==> src/rtl/predecode_queue.sv <==
// Fetch-to-decode instruction queue with pre-decode on enqueue.
// Stores class bits and immediate next to each instruction.
module predecode_queue #(
    parameter int DEPTH    = 4,
    parameter int ENABLE_M = 1,
    parameter int CNT_W    = $clog2(DEPTH + 1)
) (
    input  logic             clk,
    input  logic             rst_n,
    input  logic             flush,
    input  logic             in_valid,
    output logic             in_ready,
    input  logic [31:0]      in_pc,
    input  logic [31:0]      in_inst,
    output logic             out_valid,
    input  logic             out_ready,
    output logic [31:0]      out_pc,
    output logic [31:0]      out_inst,
    output logic [31:0]      out_imm,
    output logic [5:0]       out_cls,
    output logic [CNT_W-1:0] count
);

    localparam int PTR_W = $clog2(DEPTH);

    localparam logic [6:0] OPC_LUI    = 7'b0110111;
    localparam logic [6:0] OPC_AUIPC  = 7'b0010111;
    localparam logic [6:0] OPC_JAL    = 7'b1101111;
    localparam logic [6:0] OPC_JALR   = 7'b1100111;
    localparam logic [6:0] OPC_BRANCH = 7'b1100011;
    localparam logic [6:0] OPC_LOAD   = 7'b0000011;
    localparam logic [6:0] OPC_STORE  = 7'b0100011;
    localparam logic [6:0] OPC_OP_IMM = 7'b0010011;
    localparam logic [6:0] OPC_OP     = 7'b0110011;
    localparam logic [6:0] OPC_SYSTEM = 7'b1110011;

    logic [31:0]      pc_q   [DEPTH];
    logic [31:0]      inst_q [DEPTH];
    logic [31:0]      imm_q  [DEPTH];
    logic [5:0]       cls_q  [DEPTH];
    logic [PTR_W-1:0] head_q;
    logic [PTR_W-1:0] tail_q;
    logic [CNT_W-1:0] count_q;

    logic        full;
    logic        do_enq;
    logic        do_deq;
    logic [6:0]  opcode;
    logic [2:0]  f3;
    logic [6:0]  f7;
    logic [31:0] i_imm, s_imm, b_imm, u_imm, j_imm;
    logic [31:0] shamt, zimm;
    logic        ill, br, jmp, mem, csr, mul;
    logic [31:0] imm;
    logic [31:0] dec_imm;
    logic [5:0]  dec_cls;

    assign full      = (count_q == CNT_W'(DEPTH));
    assign in_ready  = rst_n && !full && !flush;
    assign out_valid = (count_q != '0);
    assign do_enq    = in_valid && in_ready;
    assign do_deq    = out_valid && out_ready;

    assign out_pc    = pc_q[head_q];
    assign out_inst  = inst_q[head_q];
    assign out_imm   = imm_q[head_q];
    assign out_cls   = cls_q[head_q];
    assign count     = count_q;

    assign opcode = in_inst[6:0];
    assign f3     = in_inst[14:12];
    assign f7     = in_inst[31:25];
    assign i_imm  = {{20{in_inst[31]}}, in_inst[31:20]};
    assign s_imm  = {{20{in_inst[31]}}, in_inst[31:25], in_inst[11:7]};
    assign b_imm  = {{19{in_inst[31]}}, in_inst[31], in_inst[7],
                     in_inst[30:25], in_inst[11:8], 1'b0};
    assign u_imm  = {in_inst[31:12], 12'h000};
    assign j_imm  = {{11{in_inst[31]}}, in_inst[31], in_inst[19:12],
                     in_inst[20], in_inst[30:21], 1'b0};
    assign shamt  = {27'd0, in_inst[24:20]};
    assign zimm   = {27'd0, in_inst[19:15]};

    // Classify the incoming word and pick its immediate format.
    always_comb begin
        ill = 1'b0;
        br  = 1'b0;
        jmp = 1'b0;
        mem = 1'b0;
        csr = 1'b0;
        mul = 1'b0;
        imm = '0;
        case (opcode)
            OPC_LUI, OPC_AUIPC: imm = u_imm;
            OPC_JAL: begin
                jmp = 1'b1;
                imm = j_imm;
            end
            OPC_JALR: begin
                jmp = 1'b1;
                imm = i_imm;
                ill = (f3 != 3'b000);
            end
            OPC_BRANCH: begin
                br  = 1'b1;
                imm = b_imm;
                ill = (f3 == 3'b010) || (f3 == 3'b011);
            end
            OPC_LOAD: begin
                mem = 1'b1;
                imm = i_imm;
                ill = (f3 == 3'b011) || (f3[2:1] == 2'b11);
            end
            OPC_STORE: begin
                mem = 1'b1;
                imm = s_imm;
                ill = (f3 > 3'b010);
            end
            OPC_OP_IMM: begin
                if (f3 == 3'b001) begin
                    imm = shamt;
                    ill = (f7 != 7'b0000000);
                end else if (f3 == 3'b101) begin
                    imm = shamt;
                    ill = (f7 != 7'b0000000) && (f7 != 7'b0100000);
                end else begin
                    imm = i_imm;
                end
            end
            OPC_OP: begin
                case (f7)
                    7'b0000000: ill = 1'b0;
                    7'b0100000: ill = (f3 != 3'b000) && (f3 != 3'b101);
                    7'b0000001: begin
                        mul = (ENABLE_M != 0);
                        ill = (ENABLE_M == 0);
                    end
                    default:    ill = 1'b1;
                endcase
            end
            OPC_SYSTEM: begin
                imm = zimm;
                csr = (f3 != 3'b000) && (f3 != 3'b100);
            end
            default: ill = 1'b1;
        endcase
        dec_cls = ill ? 6'b100000 : {1'b0, csr, mem, mul, jmp, br};
        dec_imm = ill ? '0 : imm;
    end

    // Pointer and occupancy bookkeeping; flush empties the queue.
    always_ff @(posedge clk) begin
        if (!rst_n) begin
            head_q  <= '0;
            tail_q  <= '0;
            count_q <= '0;
        end else if (flush) begin
            head_q  <= '0;
            tail_q  <= '0;
            count_q <= '0;
        end else begin
            if (do_enq) tail_q <= tail_q + PTR_W'(1);
            if (do_deq) head_q <= head_q + PTR_W'(1);
            count_q <= count_q + CNT_W'(do_enq) - CNT_W'(do_deq);
        end
    end

    // Entry storage, written with the pre-decoded fields on enqueue.
    always_ff @(posedge clk) begin
        if (!rst_n) begin
            for (int i = 0; i < DEPTH; i++) begin
                pc_q[i]   <= '0;
                inst_q[i] <= '0;
                imm_q[i]  <= '0;
                cls_q[i]  <= '0;
            end
        end else if (do_enq) begin
            pc_q[tail_q]   <= in_pc;
            inst_q[tail_q] <= in_inst;
            imm_q[tail_q]  <= dec_imm;
            cls_q[tail_q]  <= dec_cls;
        end
    end

endmodule

==> config.mk <==
export PLATFORM = sky130hd
export DESIGN_NAME = predecode_queue
export DESIGN_NICKNAME = d
export VERILOG_FILES = /design/src/rtl/predecode_queue.sv
export SDC_FILE = /design/constraint.sdc
export NUM_CORES = 1
export LEC_CHECK = 0
export ABC_AREA = 1
export CAP_MARGIN = 20
export CORE_MARGIN = 3
export CORE_UTILIZATION = 25
export CTS_CLUSTER_DIAMETER = 80
export DETAILED_ROUTE_END_ITERATION = 16
export SLEW_MARGIN = 25
export SYNTH_ARGS = -nofsm -noshare
export SYNTH_HDL_FRONTEND = slang
export SYNTH_SLANG_ARGS = --single-unit
==> constraint.sdc <==
create_clock -name clk -period 9.1 [get_ports clk]
set_input_delay 1.82 -clock clk [delete_from_list [all_inputs] [get_ports clk]]
set_output_delay 1.82 -clock clk [all_outputs]
set_load 0.05 [all_outputs]
# Word-level counts from Yosys, hierarchy flattened

Memory sizes are Yosys's and may differ from the RTL's. A register that Yosys moved wholly into a read port is not among the register bits.
Cells that the tools add are included.

Flip-flop bits (word level): 7
Bits in latches: 0
Memory bits (writable): 408
Bits in read-only memories: 0
Bits of input ports: 69
Output and inout port bits: 107
Logic and storage cells: 99
Memories: 4

Memories:

| name   | words | width | read ports | clocked after Yosys merged registers in | wr ports | line | text |
|---|---|---|---|---|---|---|---|
| imm_q  | 4     | 32    | 1          | 1                                       | 4        | 39   | `logic [31:0] imm_q [DEPTH];` |
| inst_q | 4     | 32    | 1          | 1                                       | 4        | 38   | `logic [31:0] inst_q [DEPTH];` |
| pc_q   | 4     | 32    | 1          | 1                                       | 4        | 37   | `logic [31:0] pc_q [DEPTH];` |
| cls_q  | 4     | 6     | 1          | 1                                       | 4        | 40   | `logic [5:0] cls_q [DEPTH];` |

Add/sub/neg operators: 4
Multipliers: 0
Div/mod/pow operators: 0
Magnitude comparators: 1
Eq/ne operators: 21
Shift-type cells: 0
Mux-type cells: 39
Bitwise logic cells: 1
Reduce and logical (&&, ||, !) cells: 26

Operators by type and width:

| kind                                                                     | number |
|---|---|
| 32-bit one-hot mux with 7 select lines                                   | 1 |
| 32-bit 2-to-1 mux                                                        | 6 |
| 32-bit OR reduction                                                      | 3 |
| 7-bit by 6-bit == test with 1-bit output (second input constant)         | 4 |
| 7-bit == test (second input constant)                                    | 4 |
| 2-bit 2-to-1 mux                                                         | 12 |
| 1-bit 2-to-1 mux                                                         | 16 |
| 7-bit by 5-bit == test with 1-bit output (second input constant)         | 2 |
| 6-bit 2-to-1 mux                                                         | 2 |
| 2-bit OR reduction                                                       | 6 |
| 7-bit by 1-bit == test with 1-bit output (second input constant)         | 1 |
| 7-bit by 2-bit == test with 1-bit output (second input constant)         | 1 |
| 1-bit logical AND                                                        | 7 |
| 7-bit logical NOT                                                        | 1 |
| 7-bit by 6-bit inequality test with 1-bit output (second input constant) | 1 |
| 1-bit one-hot mux with 7 select lines                                    | 1 |
| 7-bit nonzero test                                                       | 1 |
| 3-bit by 2-bit == test with 1-bit output (second input constant)         | 2 |
| 3-bit == test (second input constant)                                    | 2 |
| 3-bit inequality test (second input constant)                            | 2 |
| 3-bit nonzero test                                                       | 2 |
| 6-bit OR reduction                                                       | 1 |
| 2-bit by 1-bit adder with 2-bit output (second input constant)           | 2 |
| 4-bit OR reduction                                                       | 1 |
| 9 further kinds                                                          | 11 |

# Depth between registers and ports, before layout

Gate-level depths: netlist (run 1).

Depth after elaboration: 10
Gate-level depth with buffers: 14
Gate-level depth less buffers: 12

# Worst setup path before layout (run 1)

Ideal clock, no wire load.

Path kind: input port to flip-flop
Start point: in rst_n
End point: mem cls_q[3][0], enable pin
Setup time: 0.597 ns
Arrival time: 7.927 ns
Required time: 8.503 ns
Setup slack: 0.576 ns
Cell stages on the path: 9
Path buffers: 1
Path through: inv_1 nor2_1 nand2_1 inv_1 nand2_1 inv_1 buf_2 nand2_1 a21oi_1

RTL lines:

| item        | line | text |
|---|---|---|
| from (decl) | 9    | `input logic rst_n,` |
| to (decl)   | 40   |  |

==> results of run 1 <==
==> per-layer routing <==
metal | global-route usage | part of all wire | up-vias | routed length (um)
li1 | - | - | 6424 | -
met1 | 0.1826 | 0.41 | 6840 | 23420
met2 | 0.2390 | 0.48 | 500 | 27530
met3 | 0.03162 | 0.074 | 86 | 4191
met4 | 0.04752 | 0.028 | 10 | 1609
met5 | 0 | 0.0013 | - | 73
==> where the power goes <==
part	leakage (nW)	internal [mW]	switching [mW]
sequential	4.30	2.19	0.0232
clock	0.696	1.04	0.751
combinational	3.62	0.120	0.322
==> area by class of cell <==
cell class                      count  area (um^2)  area share
Clock inverter                     27        255.2     0.01129
Inverter                          135        514.2     0.02274
Multi-Input combinational cell   1156         5142      0.2274
Sequential cell                   417        12440      0.5502
Tap cell                          959         1200     0.05307
Timing Repair Buffer              190         1872     0.08279
Clock buffer                       54         1181     0.05224
Antenna cell                        2        5.005   0.0002214
==> cell families (layout without fill, tap and decap cells) <==
| group | count (synthesis) | count (layout) | share of synthesized area |
|---|---|---|---|
| AOI/OAI and AO/OA | 343 | 343 | 0.1005 |
| xor gates and xnor gates | 1 | 1 | 0.0004732 |
| adders and majority gates | 3 | 3 | 0.002433 |
| buffers and inverters | 253 | 406 | 0.05474 |
| DFF | 417 | 417 | 0.6715 |
| other | 0 | 2 | 0 |
| and+or+nand+nor | 809 | 809 | 0.1703 |
==> critical path, cell delays in order (launching register included) <==
cell and delay, ns:
dfxtp_4 0.78, buf_4 0.57, buf_4 0.82, o21ai_0 0.20, o22ai_1 0.52, clkdlybuf4s50_1 0.92
==> cell usage in the layout, fill, tap and decap left out, types with 2 or more instances in the layout <==
cell type / instances
a21oi_1: 13
o21ai_0: 220
nand3_1: 22
clkinvlp_4: 2
nor3_1: 7
clkbuf_1: 8
clkdlybuf4s50_1: 175
buf_6: 2
o211ai_1: 2
clkinv_2: 6
nor2_1: 656
clkbuf_16: 46
nand2_4: 4
bufinv_16: 4
clkinv_1: 12
nor2_2: 2
inv_2: 6
diode_2: 2
o22ai_1: 103
inv_1: 128
dfxtp_4: 2
ha_1: 2
nand2_1: 88
buf_4: 13
o31ai_1: 4
nand2_2: 25
dfxtp_1: 7
edfxtp_1: 408
==> how the worst max path moves through the flow <==
stage	start	to	slack [ns]
after detailed placement	rst_n	imm_q[1][5]	2.84
after CTS	flip-flop	out_imm[0]	2.79
final	flip-flop	out_cls[4]	2.81
after global routing	flip-flop	out_imm[0]	2.59
after floorplan	rst_n	cls_q[3][0]	0.58
after global placement	rst_n	cls_q[2][5]	2.88
==> synth_stat cells (3+ instances only) <==
master | n | area (um^2)
o31ai_1 | 4 | 30.03
a21oi_1 | 14 | 70.07
edfxtp_1 | 408 | 12250
nand3_1 | 22 | 110.1
nand2_2 | 24 | 150.1
o21ai_0 | 220 | 1101
buf_2 | 24 | 120.1
dfxtp_1 | 9 | 180.2
buf_4 | 3 | 22.52
clkbuf_1 | 87 | 326.6
inv_1 | 130 | 488.0
nand2_1 | 94 | 352.8
nor3_1 | 7 | 35.03
nor2_1 | 657 | 2466
inv_2 | 5 | 18.77
o22ai_1 | 103 | 644.4
==> flip-flops by register name (all words and copies together) (netlist names), named ones only <==
| signal | flops |
|---|---|
| cls_q | 24 |
| count | 3 |
| head_q | 2 |
| imm_q | 128 |
| inst_q | 128 |
| pc_q | 128 |
| tail_q | 2 |
==> flow_summary.ini, run 1 <==
[floorplan]
die_w_um = 278.1
initial_core_util = 0.2529
die_h_um = 278.1
rows = 99
core_area_mm2 = 0.07321
die_area_mm2 = 0.07735
pin_count = 176

[route]
dr_total_vias = 13860
detail_route.wl_per_cell_um = 19.33
antenna_left = 0
drc = 0
wl_um = 56830
routed_via_density = 4.714
dr.pass1.iters = 6
drt_iter0_markers = 1327

[layout]
n_fill_cell = 7377
final_area_mm2 = 0.02261
drive_gt1_frac = 0.06114
finalNetCount = 2017
fin_cells = 2940
finalCoreUtilization = 0.3088
area_growth_syn_to_layout_pct = 22.13

[critical_path]
crit_required_ns = 7.28
start_kind = flip-flop
crit_path_end_kind = primary output
r2r-end = inst_q[0][16]
path_class = flip-flop to primary output
crit_path_max_fanout = 88
arrival_ns = 4.47
reg2reg_slack_ns = 5.35
reg2reg_depth = 9
timing.rr.start = count[1]

[clocking]
htree_levels = 2
cts_sinks = 417
cts_tree = done
numCtsBuffers = 45
cts_buffer_depth = 3
cts_root_buf = clkbuf_16
postCtsSetupRepairBufs = 0
clkTransAtPathRegs_ns = 0.06
cts-resized-gates = 0
postCtsHoldBufs = 0
insertion_delay_ns = 0.57

[place]
placed_area_mm2 = 0.02116
hpwl_um = 34820
place_ws_ns = 2.839
place.gp.congestion = 0.8455
numPortBuffers = 175
dp_cells = 2857

[timing]
fin_ws_ns = 2.806
hold_ws_ns = 0.4642
tns_ns = 0
fmax_mhz = 158.9
hold_viol = 0
finalClockSkew_ns = 0.01638
relSlewSlack = 0.3090
rsz0062_at_grt = false
slew_violations = 0
period_share = 0.6917
min_period_ns = 6.294
tightestPinTransition_ns = 1.036
finalSetupViolations = 0

[pwr]
pwr_density_cell_mw_per_mm2 = 196.8
leakagePower_nw = 8.621
power_mw = 4.449
ir_drop_mv = 0.1195

[grt]
grt_pass1_wl_um = 84210
antenna_found_initial = 8
grt_max_degree = 142
grt_pass1_vias = 13640
gr-total-overflow = 0
track_usage = 0.1425

[worst_hold_path]
hold_path_startpoint = head_q[1]
min_path_cells = 2
min_path_type = flip-flop to flip-flop

[synth]
synth_cells = 1826
ys.flop_type = edfxtp_1
synth-edff-count = 408
synthArstFlopShare = 0
synth_nets = 1898
syn_area_per_cell_um2 = 10.14
synthDistinctLibCells = 25
yosys_warnings = 0
ys_seq_elements = 417
synth_area_mm2 = 0.01851
yosysSeqAreaShare = 0.6715

[run_status]
status = completed

[run]
cap_violations = 0
(Power assumes the default switching activity.)
==> run 2, diff against run 1 <==
==> constraint.sdc (replaced) <==
create_clock -name clk -period 5.2 [get_ports clk]
set_input_delay 1.04 -clock clk [delete_from_list [all_inputs] [get_ports clk]]
set_output_delay 1.04 -clock clk [all_outputs]
set_load 0.05 [all_outputs]
==> run 2 against run 1 <==
  * Combinational power up 80%
  * Sequential power is 74% higher
  * Sequential share of layout area decreased by 0.80 points
  * Core utilization grew 0.45 points
  * Via count up 1.1%
  * Non-clock buffer count grew 18
  * Critical path depth fell by 1
  * Critical endpoint is now out_inst[31]
==> flow_summary.ini, run 2 (synthesis gave the netlist of run 1 again) <==
[grt]
grt_pass1_vias = 13960
track_usage = 0.1448
grt_pass1_wl_um = 86050
gr-total-overflow = 0
grt_max_degree = 155
antenna_found_initial = 4

[floorplan]
rows = 99
die_w_um = 278.1
core_area_mm2 = 0.07321
initial_core_util = 0.2529
pin_count = 176
die_area_mm2 = 0.07735
die_h_um = 278.1

[clocking]
clkTransAtPathRegs_ns = 0.06
insertion_delay_ns = 0.59
cts-resized-gates = 0
cts_buffer_depth = 3
cts_sinks = 417
postCtsHoldBufs = 0
postCtsSetupRepairBufs = 0
htree_levels = 2
cts_tree = done
numCtsBuffers = 47
cts_root_buf = clkbuf_16

[run_status]
status = completed

[critical_path]
critical_path.top_delay_family = buffers and inverters
max_stage_delay_ns = 0.93
crit_path_cell_trace = buf_4 > o21ai_0 > o22ai_1 > clkdlybuf4s50_1
path_class = flip-flop to primary output
slowest_stage = clkdlybuf4s50_1
arrival_ns = 3.31
crit_buf_inv = 2
crit_required_ns = 4.16
timing.rr.start = count[1]
start_kind = flip-flop
crit_path_max_fanout = 52
crit_path_end_kind = primary output

[timing]
finalSetupViolations = 0
tightestPinTransition_ns = 0.8889
hold_viol = 0
fmax_mhz = 229.8
rsz0062_at_grt = false
fin_ws_ns = 0.8492
min_period_ns = 4.351
slew_violations = 0
period_share = 0.8367
relSlewSlack = 0.4074
finalClockSkew_ns = 0.03516

[pwr]
power_mw = 7.997
ir_drop_mv = 0.2130
pwr_density_cell_mw_per_mm2 = 348.6
leakagePower_nw = 8.796

[place]
place.gp.congestion = 0.8506
place_ws_ns = 0.9664
hpwl_um = 34740
numPortBuffers = 175
dp_cells = 2875

[layout]
reg_top3 = imm_q (128), inst_q (128), pc_q (128)
area_growth_syn_to_layout_pct = 23.93
layout_commonest_cell = nor2_1
fin_cells = 2960
drive_gt1_frac = 0.07154
final_cell_mix = 656 x nor2_1, 408 x edfxtp_1, 220 x o21ai_0, 175 x clkdlybuf4s50_1, 128 x inv_1
finalNetCount = 2037
finalCoreUtilization = 0.3134

[route]
wl_um = 57300
antenna_left = 0
routed_via_density = 4.734
drt_iter0_markers = 1501
dr_total_vias = 14010
detail_route.wl_per_cell_um = 19.36
drc = 0
dr.pass1.iters = 5

[worst_hold_path]
hold_path_startpoint = head_q[0]
min_path_type = flip-flop to flip-flop

[run]
cap_violations = 0
-- run 2: cell types whose count changed in the layout (fill, tap and decap cells not counted), sizes merged --
cell	before	now
buf	15	33
clkbuf	54	61
clkinv	20	13
bufinv	4	6
clkinvlp	2	0
inv	136	138
-- run 2: layout make-up --
type	instances	area, um^2
fillers	7437	50260
flip-flops and latches	417	12440
multi-input cells	1156	5134
repair buffers	208	2112
clock buffers	61	1229
well taps	959	1200
inverters	135	511.7
clock inverters	22	311.5
diodes	2	5.005
-- run 2: worst paths after layout --
kind,to,slack (ns),depth (start not counted)
setup / recovery,out_inst[31],0.85,4
hold / removal,head_q[0],0.48,1
setup reg to reg,inst_q[1][19],2.54,10
hold reg to reg,head_q[0],0.48,1
-- run 2: layer usage --
metal	track usage	vias up	share of wire
met4	0.04873	2	0.028
met2	0.2398	521	0.47
met1	0.1914	6941	0.43
met5	0	-	0.00023
met3	0.02642	87	0.071
li1	-	6462	-
-- run 2: where the power goes --
part | leakage [nW] | switching (mW) | internal [mW]
clock network | 0.749 | 1.35 | 1.98
registers | 4.30 | 0.0362 | 3.83
logic | 3.74 | 0.571 | 0.223
total | 8.80 | 1.96 | 6.03
-- run 2: metrics by stage --
step / hold WS (ns) / cell area (um^2) / TNS [ns]
floorplan: 0.4356 / 18520 / -12.98
finish: 0.4794 / 22940 / 0
detailed placement: 0.4713 / 21400 / 0
global route: 0.5019 / 22940 / 0
global placement: 0.4606 / 21400 / 0
CTS: 0.4835 / 22940 / 0
